==> src/rtl/riot_6532.sv <==
// riot_6532: 6532-style RAM / I/O / interval-timer peripheral on the 6502 bus.
// Bus writes and timer steps commit on Clk when Bus_en=1; read data is combinational.
module riot_6532 #(
    parameter bit         PA7_EDGE_POS = 1'b0,
    parameter logic [7:0] TIMER_RST    = 8'h00
) (
    input  logic        Clk,
    input  logic        Reset,
    input  logic        Bus_en,
    input  logic        R,
    input  logic [12:0] Addr,
    input  logic [7:0]  Din,
    output logic [7:0]  Dout,
    output logic        Dout_en,
    input  logic [7:0]  PA_in,
    output logic [7:0]  PA_out,
    output logic [7:0]  PA_dir,
    input  logic [7:0]  PB_in,
    output logic [7:0]  PB_out,
    output logic [7:0]  PB_dir,
    output logic        Irq_n
);

    // Prescaler reload value (interval - 1) for the four interval codes.
    function automatic logic [9:0] reload_of(input logic [1:0] sel);
        case (sel)
            2'd0:    reload_of = 10'd0;
            2'd1:    reload_of = 10'd7;
            2'd2:    reload_of = 10'd63;
            default: reload_of = 10'd1023;
        endcase
    endfunction

    logic [7:0] ram_r [0:127];
    logic [7:0] pa_out_r, pa_dir_r, pb_out_r, pb_dir_r;
    logic [7:0] count_r;
    logic [9:0] prescale_r;
    logic [1:0] interval_r;
    logic       tim_flag_r, irq_en_r, pa7_flag_r, pa7_prev_r, irq_n_r;

    logic       sel_s, ram_sel_s, io_sel_s, tim_sel_s, wr_s, rd_s;
    logic       ram_we_s, io_we_s, tim_we_s, intim_rd_s, timint_rd_s;
    logic       pa7_edge_s, underflow_s;
    logic [7:0] pa_val_s, pb_val_s, dout_s;
    logic [7:0] count_nx_s;
    logic [9:0] prescale_nx_s;
    logic [1:0] interval_nx_s;
    logic       tim_flag_nx_s, irq_en_nx_s;
    logic       addr_unused_s;

    // Address decode and access strobes; A8, A11 and A10 are don't-care.
    always_comb begin
        sel_s       = ~Addr[12] & Addr[7];
        ram_sel_s   = sel_s & ~Addr[9];
        io_sel_s    = sel_s & Addr[9] & ~Addr[2];
        tim_sel_s   = sel_s & Addr[9] & Addr[2];
        wr_s        = Bus_en & ~R & ~Reset;
        rd_s        = Bus_en & R & ~Reset;
        ram_we_s    = ram_sel_s & wr_s;
        io_we_s     = io_sel_s & wr_s;
        tim_we_s    = tim_sel_s & wr_s & Addr[4];
        intim_rd_s  = tim_sel_s & rd_s & ~Addr[0];
        timint_rd_s = tim_sel_s & rd_s & Addr[0];
        pa_val_s    = (pa_out_r & pa_dir_r) | (PA_in & ~pa_dir_r);
        pb_val_s    = (pb_out_r & pb_dir_r) | (PB_in & ~pb_dir_r);
        pa7_edge_s  = PA7_EDGE_POS ? (~pa7_prev_r & PA_in[7]) : (pa7_prev_r & ~PA_in[7]);
    end

    assign addr_unused_s = ^{Addr[11:10], Addr[8]};

    // Read data mux for the current bus cycle.
    always_comb begin
        dout_s = 8'h00;
        if (ram_sel_s) begin
            dout_s = ram_r[Addr[6:0]];
        end else if (io_sel_s) begin
            case (Addr[1:0])
                2'd0:    dout_s = pa_val_s;
                2'd1:    dout_s = pa_dir_r;
                2'd2:    dout_s = pb_val_s;
                default: dout_s = pb_dir_r;
            endcase
        end else if (tim_sel_s) begin
            dout_s = Addr[0] ? {tim_flag_r, pa7_flag_r, 6'b000000} : count_r;
        end else begin
            dout_s = 8'h00;
        end
    end

    // Timer next state: load, free-run after underflow, prescaled count-down.
    always_comb begin
        count_nx_s    = count_r;
        prescale_nx_s = prescale_r;
        interval_nx_s = interval_r;
        irq_en_nx_s   = irq_en_r;
        tim_flag_nx_s = tim_flag_r;
        underflow_s   = 1'b0;
        if (tim_we_s) begin
            count_nx_s    = Din;
            interval_nx_s = Addr[1:0];
            prescale_nx_s = reload_of(Addr[1:0]);
            irq_en_nx_s   = Addr[3];
            tim_flag_nx_s = 1'b0;
        end else begin
            if (tim_flag_r) begin
                count_nx_s    = count_r - 8'd1;
                prescale_nx_s = intim_rd_s ? reload_of(interval_r) : prescale_r;
            end else if (prescale_r == 10'd0) begin
                prescale_nx_s = reload_of(interval_r);
                if (count_r == 8'd0) begin
                    count_nx_s  = 8'hFF;
                    underflow_s = 1'b1;
                end else begin
                    count_nx_s = count_r - 8'd1;
                end
            end else begin
                prescale_nx_s = intim_rd_s ? reload_of(interval_r) : (prescale_r - 10'd1);
            end
            // an underflow in the same cycle as an INTIM read keeps the flag set
            if (underflow_s) begin
                tim_flag_nx_s = 1'b1;
            end else if (intim_rd_s) begin
                tim_flag_nx_s = 1'b0;
            end else begin
                tim_flag_nx_s = tim_flag_r;
            end
        end
    end

    // Ports, timer, PA7 edge flag and IRQ output; all advance only on bus cycles.
    always_ff @(posedge Clk or posedge Reset) begin
        if (Reset) begin
            pa_out_r   <= 8'h00;
            pa_dir_r   <= 8'h00;
            pb_out_r   <= 8'h00;
            pb_dir_r   <= 8'h00;
            count_r    <= TIMER_RST;
            prescale_r <= 10'd1023;
            interval_r <= 2'd3;
            tim_flag_r <= 1'b0;
            irq_en_r   <= 1'b0;
            pa7_flag_r <= 1'b0;
            pa7_prev_r <= PA7_EDGE_POS;
            irq_n_r    <= 1'b1;
        end else if (Bus_en) begin
            if (io_we_s) begin
                case (Addr[1:0])
                    2'd0:    pa_out_r <= Din;
                    2'd1:    pa_dir_r <= Din;
                    2'd2:    pb_out_r <= Din;
                    default: pb_dir_r <= Din;
                endcase
            end
            count_r    <= count_nx_s;
            prescale_r <= prescale_nx_s;
            interval_r <= interval_nx_s;
            tim_flag_r <= tim_flag_nx_s;
            irq_en_r   <= irq_en_nx_s;
            irq_n_r    <= ~(tim_flag_nx_s & irq_en_nx_s);
            pa7_prev_r <= PA_in[7];
            if (pa7_edge_s) begin
                pa7_flag_r <= 1'b1;
            end else if (timint_rd_s) begin
                pa7_flag_r <= 1'b0;
            end
        end
    end

    // Work RAM; contents are deliberately left uninitialised by reset.
    always_ff @(posedge Clk) begin
        if (ram_we_s) begin
            ram_r[Addr[6:0]] <= Din;
        end
    end

    assign Dout    = dout_s;
    assign Dout_en = sel_s & R & ~Reset;
    assign PA_out  = pa_out_r;
    assign PA_dir  = pa_dir_r;
    assign PB_out  = pb_out_r;
    assign PB_dir  = pb_dir_r;
    assign Irq_n   = irq_n_r;

endmodule
==> config.mk <==
export PLATFORM = sky130hd
export DESIGN_NAME = riot_6532
export DESIGN_NICKNAME = d
export VERILOG_FILES = /design/src/rtl/riot_6532.sv
export SDC_FILE = /design/constraint.sdc
export NUM_CORES = 1
export LEC_CHECK = 0
export ABC_CLOCK_PERIOD_IN_PS = 7300
export CORE_ASPECT_RATIO = 1.25
export CORE_MARGIN = 2
export CORE_UTILIZATION = 50
export CTS_CLUSTER_DIAMETER = 50
export DETAILED_ROUTE_END_ITERATION = 8
export PLACE_DENSITY = 0.69
export SYNTH_ARGS = -nofsm -noshare
export SYNTH_HDL_FRONTEND = slang
export SYNTH_SLANG_ARGS = --single-unit
==> constraint.sdc <==
create_clock -name Clk -period 7.3 [get_ports Clk]
set_clock_uncertainty 0.15 [all_clocks]
set_input_delay 1.46 -clock Clk [delete_from_list [all_inputs] [get_ports Clk]]
set_output_delay 1.46 -clock Clk [all_outputs]
set_load 0.05 [all_outputs]
## Yosys cells after proc, flatten, opt, wreduce, memory -nomap -nowiden

Memories as Yosys holds them, arrays and structs flattened.
Index checks and enable logic that the tools add are counted.
Widths: inputs -> output; s select.

- Add/sub/neg operators: 2
- Equal/unequal tests: 5
- Muxes and demuxes: 28
- Bitwise operators: 37
- Reductions and logical operators: 15

Operators by type and width:

| kind | count |
|---|---|
| $mux 8 | 8 |
| $pmux 10 s3 | 2 |
| $mux 10 | 5 |
| $and 8x8->8 | 4 |
| $pmux 8 s3 | 1 |
| $and 1x1->1 | 20 |
| $not 8->8 | 2 |
| $or 8x8->8 | 2 |
| $mux 1 | 12 |
| $reduce_and 3->1 | 4 |
| $logic_not 10->1 | 1 |
| $sub 10x1->10 const B | 1 |
| $not 1->1 | 9 |
| $logic_not 8->1 | 1 |
| $reduce_and 2->1 | 4 |
| $sub 8x1->8 const B | 1 |
| $eq 2x1->1 const B | 2 |
| $eq 2x2->1 const B | 2 |
| $logic_not 2->1 | 2 |
| $ne 3x1->1 const B | 1 |
| $reduce_bool 3->1 | 1 |
| $reduce_or 3->1 | 1 |
| $reduce_bool 2->1 | 1 |

- Register bits after elaboration: 57
- Bits in writable memories: 1024
- Bits of input ports: 41
- Output and inout bits: 42
- Word-level logic and storage cells: 100
- Memories: 1

Memory list:

| memory | depth | bits a word | read ports | clocked after memory_dff | write ports | RTL line | RTL |
|---|---|---|---|---|---|---|---|
| ram_r | 128 | 8 | 1 | 0 | 1 | 34 | `logic [7:0] ram_r [0:127];` |

## Longest topological paths before layout

- Depth after elaboration: 11
- Mapped depth: 12
- Depth with buffers taken out: 8

## Worst setup path after synthesis

Ideal clock, no wire load.

- Kind: input port to output port
- Start: in Addr[0]
- End: out Dout[0]
- Data arrival time: 3836 ps
- Data required time: 5690 ps
- Slack: 1854 ps
- Cell stages on the path: 9
- Cell sequence: buf_6 > buf_4 > buf_6 > nor4b_2 > nand2_1 > o221ai_1 > o21ai_0 > a41o_1 > a41oi_1

- Cells in the longest elaborated chain, start to end: 4
- Elaborated cells between the ends (all ways): 9
- Classes of those cells: 2 x eq/ne; 5 x mux; 1 x reduce/logical; 1 x memory

Ends and longest elaborated chain:

| item | RTL line | RTL |
|---|---|---|
| from (decl) | 11 | `input logic [12:0] Addr,` |
| branches (longest 3 deep; another with $mem_v2 128x8) | n/a |  |
| $mux 8 * | 74 | `if (ram_sel_s) begin` |
| to (decl) | 13 | `output logic [7:0] Dout,` |

Every way passes the cells marked *.

## Worst setup path after layout

- Start: in Addr[3]
- End: out Dout[2]

- Cells in the longest elaborated chain, start to end: 2

Ends and longest elaborated chain:

| item | RTL line |
|---|---|
| $mem_v2 128x8 | n/a |
| $mux 8 | 74 |

Every way passes these cells.

==> metrics.csv <==
stage,metric,value,unit
outcome,outcome,"finished, final reports clean",
worst_setup_path,crit_type,input pin to primary output,
detailed_routing,post-route-drc-count,0,
worst_setup_path,setup_slack_of_the_most_critical_reg_to_reg_path,4470,ps
synth,async_flop_share,5.27,%
power,p_leak,15.9,nW
detailed_routing,num_vias,24700,
synth,synth-simple-area-share,5.12,%
worst_setup_path,regToRegEndpoint,prescale_r[2],
floorplan,std_cell_rows,120,
worst_setup_path,r2r_cells,8,
clock_network,clk_path_buf_depth,3,
detailed_routing,route.final.wire_length,115000,um
final_layout,layout_common_cells,"edfxtp_1 (1024), nor2_1 (176), mux2i_1 (163)",
timing,timing.final.setup_violations,0,
synth,netlist_area_pre_place,0.0435,sq mm
worst_setup_path,cp_data_required_time,5690,ps
timing,hold_viol,0,
timing,setup_total_negative_slack,0,ps
timing,worst_slack,470,ps
clock_network,worstSkewPairLatency,690,ps
placed_design,portBuffers,79,
timing,max_clock_freq,146,MHz
global_route,antenna_found_initial,2,
synth,syn-mean-instance-area,17.5,sq um
floorplan,initial_utilization,50.6,%
worst_setup_path,critPathCaptureType,primary output,
detailed_routing,drtIter0Drc,2889,
timing,worst_slew_margin_rel,3.63,%
synth,synth_adder_area_share,0.0863,%
clock_network,clock-root-buffer,clkbuf_16,
clock_network,postCtsResizedCells,0,
worst_setup_path,cp-start-kind,input pin,
clock_network,clock_sink_count,1081,
timing,final_worst_path_period_share,93.6,%
worst_setup_path,cp_cell_sequence,"clkdlybuf4s50_1, or3b_2, o221ai_1, o22ai_1, a2111oi_0, buf_4, a221oi_1, a31oi_1, buf_12",
detailed_routing,drtPass1Iterations,7,
synth,synth_compound_gate_area_share,6.67,%
timing,worst-slew-pin-transition,1430,ps
synth,synth_xor_xnor_area_share,0.0806,%
synth,ys_dominant_reg_cell,edfxtp_1,
worst_setup_path,critical_path.top_delay_family,compound AO/OA/AOI/OAI gates,
final_layout,layout.core_utilization,57.2,%
clock_network,cts_tree,done,
worst_setup_path,r2r_start,prescale_r[1],
final_layout,layout-area-overhead-vs-synth,13.0,%
synth,synthesis.instances,2489,
floorplan,placeableCoreArea,0.0859,sq mm
synth,share_of_the_yosys_chip_area_belonging_to_registers,74.0,%
worst_setup_path,critical_path_depth,9,
floorplan,fp.dieW,268,um
placed_design,gp_congestion,0.899,
floorplan,dieArea,0.0894,sq mm
synth,ys_types,80,
floorplan,die-height,334,um
final_layout,antenna_cells,0,
final_layout,n_fill_cell,6391,
global_route,gr-total-overflow,0,
clock_network,post-cts-setup-buffer-count,0,
flow_run,max_cap_violations,0,
synth,synth_seq_cells,1081,
timing,grt_setup_unrepaired,false,
synth,synth-warning-count,0,
worst_setup_path,cp_max_fo,12,
timing,max_slew_violation_total_from_the_final_report,0,
final_layout,layout.nets,2662,
worst_setup_path,origin_of_the_worst_setup_path,Addr[3],
power,vdd_drop_max,161,uV
worst_setup_path,endpoint,Dout[2],
clock_network,h-tree-depth,3,
placed_design,place_ws,543,ps
global_route,grt_first_pass_wirelength,166000,um
final_layout,drive_above_1_share,18.3,%
worst_setup_path,worst_path_max_stage_delay,900,ps
worst_setup_path,cp_num_buf_inv,3,
global_route,track_usage,25.8,%
detailed_routing,post_drt_wl_per_cell,29.8,um
synth,synth_fp_nets,2533,
global_route,number_of_global_route_vias_before_repair,24400,
detailed_routing,drtAntennaViolNets,0,
worst_hold_path,timing.hold.worst.class,flop to flop,
synth,synth.area.mux_share,12.2,%
worst_setup_path,critical_path.slowest_cell,or3b_2,
clock_network,cts-hold-fix-buffers,0,
floorplan,io_pins,83,
synth,synth_top_family_by_area,multiplexers,
clock_network,cts_buffers,104,
power,design_power_total,13.0,mW
clock_network,clk_pin_slew_worst_paths,60,ps
global_route,grt_start_max_net_pins,98,
placed_design,place_hpwl,71700,um
detailed_routing,post_drt_via_cell_ratio,6.38,
power,pwr_density_cell,265,mW/mm^2
worst_setup_path,cp_data_arrival_time,5220,ps
synth,synth_enable_flop_cells,1024,
timing,post-route-min-period,6830,ps
final_layout,layout_commonest_cell,edfxtp_1,
-- registers in the layout, indices dropped and copies added (netlist names) --
| name | count |
|---|---|
| pa7_prev_r | 1 |
| tim_flag_r | 1 |
| ram_r | 1024 |
| PA_dir | 8 |
| PB_dir | 8 |
| prescale_r | 10 |
| interval_r | 2 |
| PB_out | 8 |
| irq_en_r | 1 |
| pa7_flag_r | 1 |
| PA_out | 8 |
| Irq_n | 1 |
| count_r | 8 |
-- how the worst min path moves through the flow --
stage          startpoint     to  slack (ps)  cells past startpoint
2_1_floorplan    irq_en_r  Irq_n         280                      1
3_3_place_gp     irq_en_r  Irq_n         300                      1
3_5_place_dp     irq_en_r  Irq_n         310                      1
4_1_cts          irq_en_r  Irq_n         320                      1
5_1_grt          irq_en_r  Irq_n         360                      1
6_report         irq_en_r  Irq_n         310                      1
-- through the flow --
step | cells | hold slack [ps] | cell area [sq um]
2_1_floorplan | 2489 | 275 | 43500
3_3_place_gp | 3671 | 302 | 45900
3_5_place_dp | 3671 | 314 | 45900
4_1_cts | 3861 | 323 | 49200
5_1_grt | 3861 | 360 | 49200
6_report | 3861 | 311 | 49200
-- layer usage --
layer  vias to the layer above  GRT usage (%)  routed length (um)  part of all wire (%)
li1                      10300              -                   -                     -
met1                     12600           33.9               43200                    38
met2                      1414           40.8               54700                    48
met3                       307           5.02               10600                   9.2
met4                         2           13.9                6480                   5.6
met5                         -              0                  13                 0.011
-- Yosys cell counts (5+ instances only) --
library cell | n | area, sq um
buf_6 | 6 | 67.6
dfstp_2 | 13 | 342
nor4_1 | 5 | 31.3
a221oi_1 | 8 | 70.1
a41oi_1 | 10 | 87.6
and3_1 | 5 | 31.3
dfrtp_1 | 44 | 1100
or3b_2 | 8 | 70.1
nand4b_1 | 5 | 43.8
buf_1 | 10 | 37.5
o22a_1 | 7 | 61.3
o21ai_0 | 56 | 280
mux4_2 | 139 | 3130
nand3_1 | 31 | 155
a22o_1 | 6 | 52.6
a41o_1 | 6 | 60.1
a21oi_1 | 111 | 556
a2bb2oi_1 | 9 | 78.8
buf_2 | 58 | 290
mux2_2 | 47 | 529
a31oi_1 | 11 | 68.8
nand2b_1 | 11 | 68.8
nand2_1 | 130 | 488
and2_1 | 10 | 62.6
nor2b_1 | 15 | 93.8
a31o_2 | 7 | 61.3
o221ai_1 | 38 | 333
edfxtp_1 | 1024 | 30700
nor2_1 | 176 | 661
clkbuf_1 | 55 | 206
a22oi_1 | 20 | 150
mux2i_1 | 163 | 1630
inv_1 | 15 | 56.3
buf_4 | 18 | 135
and3b_1 | 8 | 70.1
a211oi_1 | 15 | 113
nor3_1 | 17 | 85.1
o2bb2ai_1 | 27 | 236
nand3b_1 | 14 | 105
o22ai_1 | 50 | 313
-- cells by family (layout without fill, tap and decap cells) --
logic type	count (synthesis)	in the layout
AO/OA/AOI/OAI	423	423
adder cells (fa/ha/maj)	3	3
flip-flops	1081	1081
AND/OR/NAND/NOR	466	466
XOR/XNOR	4	4
multiplexers	349	349
buffers and inverters	163	376
-- report_power, final --
| group | internal (mW) | switching, mW | leakage (nW) |
|---|---|---|---|
| Combinational | 0.335 | 0.602 | 4.40 |
| Clock | 2.91 | 2.25 | 1.58 |
| Sequential | 6.87 | 0.0872 | 9.92 |
| Total | 10.1 | 2.94 | 15.9 |
-- layout make-up --
cell class,count,area [sq um],share of cell area [%]
sequential,1081,32200,65.5
multi-input combinational,1245,10500,21.4
clock buffer,131,2780,5.65
timing repair buffer,170,1670,3.41
tap,1159,1450,2.95
clock inverter,59,468,0.952
inverter,16,60.1,0.122
No activity file was read; power rests on OpenSTA's default activity.
